<file path="src/rtl/cam_req_sched.sv">
// In-order request scheduler in front of the CAM: a small request FIFO, one
// command per cycle, and a single held response slot for read/search results.
module cam_req_sched #(
   parameter int ARRAY_WIDTH_LOG2 = 5,
   parameter int ARRAY_SIZE_LOG2  = 5,
   parameter int FIFO_DEPTH_LOG2  = 2
) (
   input  logic                               clk,
   input  logic                               reset,
   input  logic                               req_valid_i,
   output logic                               req_ready_o,
   input  logic [1:0]                         req_op_i,
   input  logic [ARRAY_WIDTH_LOG2-1:0]        req_index_i,
   input  logic [(2**ARRAY_WIDTH_LOG2)-1:0]   req_data_i,
   output logic                               resp_valid_o,
   input  logic                               resp_ready_i,
   output logic [1:0]                         resp_op_o,
   output logic                               resp_hit_o,
   output logic [ARRAY_WIDTH_LOG2-1:0]        resp_index_o,
   output logic [(2**ARRAY_WIDTH_LOG2)-1:0]   resp_data_o,
   output logic                               cam_read_o,
   output logic                               cam_write_o,
   output logic                               cam_search_o,
   output logic [ARRAY_WIDTH_LOG2-1:0]        cam_read_index_o,
   output logic [ARRAY_WIDTH_LOG2-1:0]        cam_write_index_o,
   output logic [(2**ARRAY_WIDTH_LOG2)-1:0]   cam_write_data_o,
   output logic [(2**ARRAY_WIDTH_LOG2)-1:0]   cam_search_data_o,
   input  logic                               cam_read_valid_i,
   input  logic                               cam_search_valid_i,
   input  logic [(2**ARRAY_WIDTH_LOG2)-1:0]   cam_read_value_i,
   input  logic [ARRAY_WIDTH_LOG2-1:0]        cam_search_index_i
);

   localparam int DW    = 2**ARRAY_WIDTH_LOG2;
   localparam int IW    = ARRAY_WIDTH_LOG2;
   localparam int DEPTH = 2**FIFO_DEPTH_LOG2;
   localparam logic [FIFO_DEPTH_LOG2:0] FULL_COUNT = {1'b1, {FIFO_DEPTH_LOG2{1'b0}}};

   localparam logic [1:0] OP_READ   = 2'b00;
   localparam logic [1:0] OP_WRITE  = 2'b01;
   localparam logic [1:0] OP_SEARCH = 2'b10;

   localparam logic [1:0] S_IDLE = 2'd0;
   localparam logic [1:0] S_WAIT = 2'd1;
   localparam logic [1:0] S_RESP = 2'd2;

   logic [1:0]                 fifo_op    [DEPTH];
   logic [IW-1:0]              fifo_index [DEPTH];
   logic [DW-1:0]              fifo_data  [DEPTH];
   logic [FIFO_DEPTH_LOG2-1:0] wr_ptr, rd_ptr;
   logic [FIFO_DEPTH_LOG2:0]   count;

   logic [1:0]    state, next_state;
   logic [1:0]    inflight_op;
   logic [IW-1:0] inflight_index;
   logic [1:0]    resp_op_q;
   logic          resp_hit_q;
   logic [IW-1:0] resp_index_q;
   logic [DW-1:0] resp_data_q;

   logic          push, pop, fifo_empty, head_is_rs;
   logic [1:0]    head_op;
   logic [IW-1:0] head_index;
   logic [DW-1:0] head_data;
   logic          unused_size;

   assign unused_size = (ARRAY_SIZE_LOG2 > 0);

   assign req_ready_o = (count != FULL_COUNT);
   assign push        = req_valid_i && req_ready_o;
   assign fifo_empty  = (count == '0);
   assign head_op     = fifo_op[rd_ptr];
   assign head_index  = fifo_index[rd_ptr];
   assign head_data   = fifo_data[rd_ptr];
   assign head_is_rs  = (head_op == OP_READ) || (head_op == OP_SEARCH);

   // Writes and no-ops never wait on the response slot; a read/search may only
   // issue once the slot is empty or being handed off this very cycle.
   always_comb begin
      pop        = 1'b0;
      next_state = state;
      case (state)
         S_IDLE: begin
            if (!fifo_empty) begin
               pop = 1'b1;
               if (head_is_rs) next_state = S_WAIT;
            end
         end
         S_WAIT: next_state = S_RESP;
         S_RESP: begin
            if (!fifo_empty && !head_is_rs) pop = 1'b1;
            if (resp_ready_i) begin
               if (!fifo_empty && head_is_rs) begin
                  pop        = 1'b1;
                  next_state = S_WAIT;
               end else begin
                  next_state = S_IDLE;
               end
            end
         end
         default: next_state = S_IDLE;
      endcase
   end

   assign cam_read_o        = pop && (head_op == OP_READ);
   assign cam_write_o       = pop && (head_op == OP_WRITE);
   assign cam_search_o      = pop && (head_op == OP_SEARCH);
   assign cam_read_index_o  = cam_read_o   ? head_index : '0;
   assign cam_write_index_o = cam_write_o  ? head_index : '0;
   assign cam_write_data_o  = cam_write_o  ? head_data  : '0;
   assign cam_search_data_o = cam_search_o ? head_data  : '0;

   assign resp_valid_o = (state == S_RESP);
   assign resp_op_o    = resp_valid_o ? resp_op_q    : '0;
   assign resp_hit_o   = resp_valid_o && resp_hit_q;
   assign resp_index_o = resp_valid_o ? resp_index_q : '0;
   assign resp_data_o  = resp_valid_o ? resp_data_q  : '0;

   always_ff @(posedge clk) begin
      if (push) begin
         fifo_op[wr_ptr]    <= req_op_i;
         fifo_index[wr_ptr] <= req_index_i;
         fifo_data[wr_ptr]  <= req_data_i;
      end
   end

   always_ff @(posedge clk or posedge reset) begin
      if (reset) begin
         wr_ptr <= '0;
         rd_ptr <= '0;
         count  <= '0;
      end else begin
         if (push) wr_ptr <= wr_ptr + 1'b1;
         if (pop)  rd_ptr <= rd_ptr + 1'b1;
         case ({push, pop})
            2'b10:   count <= count + 1'b1;
            2'b01:   count <= count - 1'b1;
            default: count <= count;
         endcase
      end
   end

   // The CAM answers one cycle after the strobe, so the WAIT cycle is when its
   // outputs are sampled; the read index comes from the request, not the CAM.
   always_ff @(posedge clk or posedge reset) begin
      if (reset) begin
         state          <= S_IDLE;
         inflight_op    <= '0;
         inflight_index <= '0;
         resp_op_q      <= '0;
         resp_hit_q     <= 1'b0;
         resp_index_q   <= '0;
         resp_data_q    <= '0;
      end else begin
         state <= next_state;
         if (pop && head_is_rs) begin
            inflight_op    <= head_op;
            inflight_index <= head_index;
         end
         if (state == S_WAIT) begin
            resp_op_q <= inflight_op;
            if (inflight_op == OP_READ) begin
               resp_hit_q   <= cam_read_valid_i;
               resp_index_q <= inflight_index;
               resp_data_q  <= cam_read_value_i;
            end else begin
               resp_hit_q   <= cam_search_valid_i;
               resp_index_q <= cam_search_valid_i ? cam_search_index_i : '0;
               resp_data_q  <= '0;
            end
         end
      end
   end

endmodule

</file>
<file path="config.mk">
export PLATFORM = sky130hd
export DESIGN_NAME = cam_req_sched
export DESIGN_NICKNAME = d
export VERILOG_FILES = /design/src/rtl/cam_req_sched.sv
export SDC_FILE = /design/constraint.sdc
export NUM_CORES = 1
export LEC_CHECK = 0
export ABC_AREA = 1
export BUFFER_PORTS_ARGS = -buffer_cell sky130_fd_sc_hd__buf_2
export CAP_MARGIN = 30
export CORE_ASPECT_RATIO = 1.2
export CORE_MARGIN = 2
export CORE_UTILIZATION = 49
export DETAILED_ROUTE_END_ITERATION = 8
export GPL_TIMING_DRIVEN = 0
export PLACE_DENSITY = 0.79
export SYNTH_ARGS = -nofsm -noshare
export SYNTH_HDL_FRONTEND = slang
export SYNTH_SLANG_ARGS = --single-unit
</file>
<file path="constraint.sdc">
create_clock -name clk -period 2.95 [get_ports clk]
set_clock_uncertainty 0.15 [all_clocks]
set_input_delay 0.295 -clock clk [delete_from_list [all_inputs] [get_ports clk]]
set_output_delay 0.295 -clock clk [all_outputs]
set_load 0.01 [all_outputs]
</file>
==> flow_summary_export.csv <==
group,metric,value,unit
die,die_area,19500,um^2
routing,dr.pass1.iters,5,
pwr,ir_drop,0.661,mV
clocking,numCtsBuffers,21,
min_path,hold_path.class,"input port to register",
global_routing,antenna_found_initial,0,
global_routing,grt_pass1_wl,36400,um
setup_path,cp-end-kind,"output pin",
synthesis,yosysWarningCount,0,
clocking,htree_num_levels,1,
clocking,clockBufferDepth,3,
sta,hold_ws,0.0667,ns
routing,wire_per_inst,16.9,um
layout,diodes,0,
sta,rsz0062_at_grt,"false",
global_routing,grt_usage,23.9,%
pwr,p_per_area,1010,nW/um^2
sta,finalCriticalPeriod,2.76,ns
die,initial_core_util,49.8,%
routing,avgViaCountPerCell,5.15,
setup_path,path_cells,"buf_4, inv_4, nand2_1, nand3_2, nand2_2, nand3_1, nor2_1, buf_2",
global_routing,overflow,0,
clocking,clk_latency,0.51,ns
layout,layout_commonest_cell,"nand2_1",
global_routing,grt_pass1_vias,7354,
synthesis,synth.avg_cell_area,10.5,um^2
clocking,cts-root-buf,"clkbuf_16",
setup_path,critPathRequiredTime,2.51,ns
layout,synthToLayoutAreaGrowth,32.1,%
layout,nNetsFinal,1256,
routing,drcViolationCount,0,
synthesis,yosysSeqAreaShare,67.6,%
global_routing,grt_max_degree,34,
clocking,cts_tree,"done",
sta,tightest_slew,0.857,ns
sta,period_share,93.5,%
die,row_count,54,
routing,vias,7241,
synthesis,yosys_register_bits,212,
placement,port_buffers,200,
placement,place_area,10400,um^2
synthesis,synth.distinct_cells,29,
setup_path,cpLargestDelayFamily,"simple AND/OR/NAND/NOR gates",
synthesis,netlist_instances,861,
synthesis,syn_area,9010,um^2
pwr,p_leak,5.38,nW
sta,hold_viol,0,
layout,fin_area,11900,um^2
setup_path,crit_type,"register to output pin",
sta,final-setup-viol-count,0,
setup_path,worst_setup_path_start_kind,"register",
die,design.core.area,18100,um^2
run,max-cap-violations,0,
die,io_pins,201,
layout,drive_above_1_share,26.5,%
routing,drt_wl_total,23700,um
sta,fmax,363,MHz
sta,slew_viol_final,0,
setup_path,slowest_stage,"dfrtp_1",
routing,ant_nets,0,
die,die_h,153,um
sta,relSlewSlack,42.8,%
setup_path,path_buf_inv,3,
layout,layout_common_cells,"nand2_1, buf_2, edfxtp_1, nor2_1, nand3_1",
die,die_x,128,um
setup_path,arrival,2.31,ns
setup_path,critPathMaxStageDelay,0.34,ns
synthesis,syn_nets,949,
placement,hpwl,15000,um
setup_path,path_max_fanout,9,
placement,gp_congestion,0.778,
run_status,status,"finished, final reports clean",
clocking,path_clk_slew,0.06,ns
routing,drt_iter0_drc,452,
clocking,cts_sinks,212,
-- registers in the layout, summed over array words and instances, names as in the netlist --
| register | cells |
|---|---|
| fifo_data | 128 |
| resp_data_q | 32 |
| fifo_index | 20 |
| fifo_op | 8 |
| inflight_index | 5 |
| resp_index_q | 5 |
| count | 3 |
| inflight_op | 2 |
| rd_ptr | 2 |
| resp_op_q | 2 |
| state | 2 |
| wr_ptr | 2 |
| resp_hit_q | 1 |
-- routing by layer --
metal,track usage (%),up-vias,part of all wire [%],routed length (um)
met5,0,-,0,0
met4,8.22,0,2.8,668
met1,27.3,3393,37,8750
met2,44.8,367,52,12300
li1,-,3430,-,-
met3,4.11,51,8.4,2000
-- cells by family after synthesis --
logic type,Yosys count,share of synthesized area [%]
buffers and inverters,109,5.53
AOI/OAI and AO/OA,46,2.74
xor gates and xnor gates,4,0.389
DFF,212,67.6
and+or+nand+nor,484,22.9
adders and majority gates,6,0.917
-- per-stage QoR --
stage	utilization [%]	std cells	power (mW)	worst slack, ns	setup TNS [ns]
final	65.7	1407	12.0	0.193	0
after global routing	65.7	1407	12.7	0.0942	0
after CTS	65.7	1407	12.0	0.219	0
after detailed placement	57.6	1290	9.27	0.389	0
after global placement	56.8	1285	9.05	-1.39	-210.75
after floorplan	-	861	7.46	-0.0374	-5.84
-- final cells by class --
| cell class | instances | area (um^2) |
|---|---|---|
| Sequential cell | 212 | 6090 |
| Buffer | 45 | 255 |
| Inverter | 64 | 243 |
| Timing Repair Buffer | 284 | 1900 |
| Multi-Input combinational cell | 540 | 2450 |
| Fill cell | 1309 | 6210 |
| Clock inverter | 11 | 90.1 |
| Tap cell | 224 | 280 |
| Clock buffer | 27 | 589 |
-- path summary, 6_finish.rpt --
kind / startpoint / to / slack [ns] / depth (start not counted)
setup / recovery: rd_ptr[0] / cam_read_index_o[3] / 0.19 / 8
hold / removal: cam_search_valid_i / resp_index_q[0] / 0.07 / 5
setup reg to reg: count[0] / count[2] / 0.41 / 9
hold reg to reg: inflight_index[0] / inflight_index[0] / 0.33 / 2
max in group asynchronous: reset / resp_data_q[30] / 1.86 / 4
min in group asynchronous: reset / inflight_index[0] / 0.23 / 3
-- worst register-to-register path, cell delays in order (launching register included) --
cell and delay (ns):
dfrtp_1 0.41, nor2_1 0.21, nand2_1 0.14, nand2_1 0.42, ha_1 0.23, inv_1 0.07, fa_1 0.38, a21oi_1 0.14
o21ai_0 0.11, xor2_1 0.15
-- report_power, final --
group,total (mW),internal [mW],switching [mW]
Clock,2.62,1.51,1.11
Combinational,5.15,1.67,3.48
Sequential,4.21,4.00,0.206
-- cell usage after synthesis --
cell type,instances,share of area [%]
a21oi_1,3,0.17
a21oi_2,1,0.097
buf_1,3,0.12
buf_2,21,1.2
buf_4,6,0.50
buf_6,5,0.62
clkbuf_1,10,0.42
dfrtp_1,56,16
edfxtp_1,156,52
fa_1,1,0.22
ha_1,5,0.69
inv_1,60,2.5
inv_2,3,0.12
inv_4,1,0.069
nand2_1,264,11
nand2_2,1,0.069
nand3_1,82,4.6
nand3_2,2,0.22
nand3_4,1,0.19
nand3b_1,6,0.50
nand4_1,1,0.069
nor2_1,96,4.0
nor2_2,29,2.0
nor2_4,2,0.25
o211ai_1,5,0.42
o21ai_0,18,1.0
o21ai_1,19,1.1
xnor2_1,1,0.097
xor2_1,3,0.29
-- what timing repair did --
item	in CTS	in global routing
setup buffers	0	0
endpoints found under the hold margin	218	0
resized for setup	0	0
hold buffers	79	0
setup endpoints to repair	0	0
Note: power is estimated with default switching activity, not from simulation.
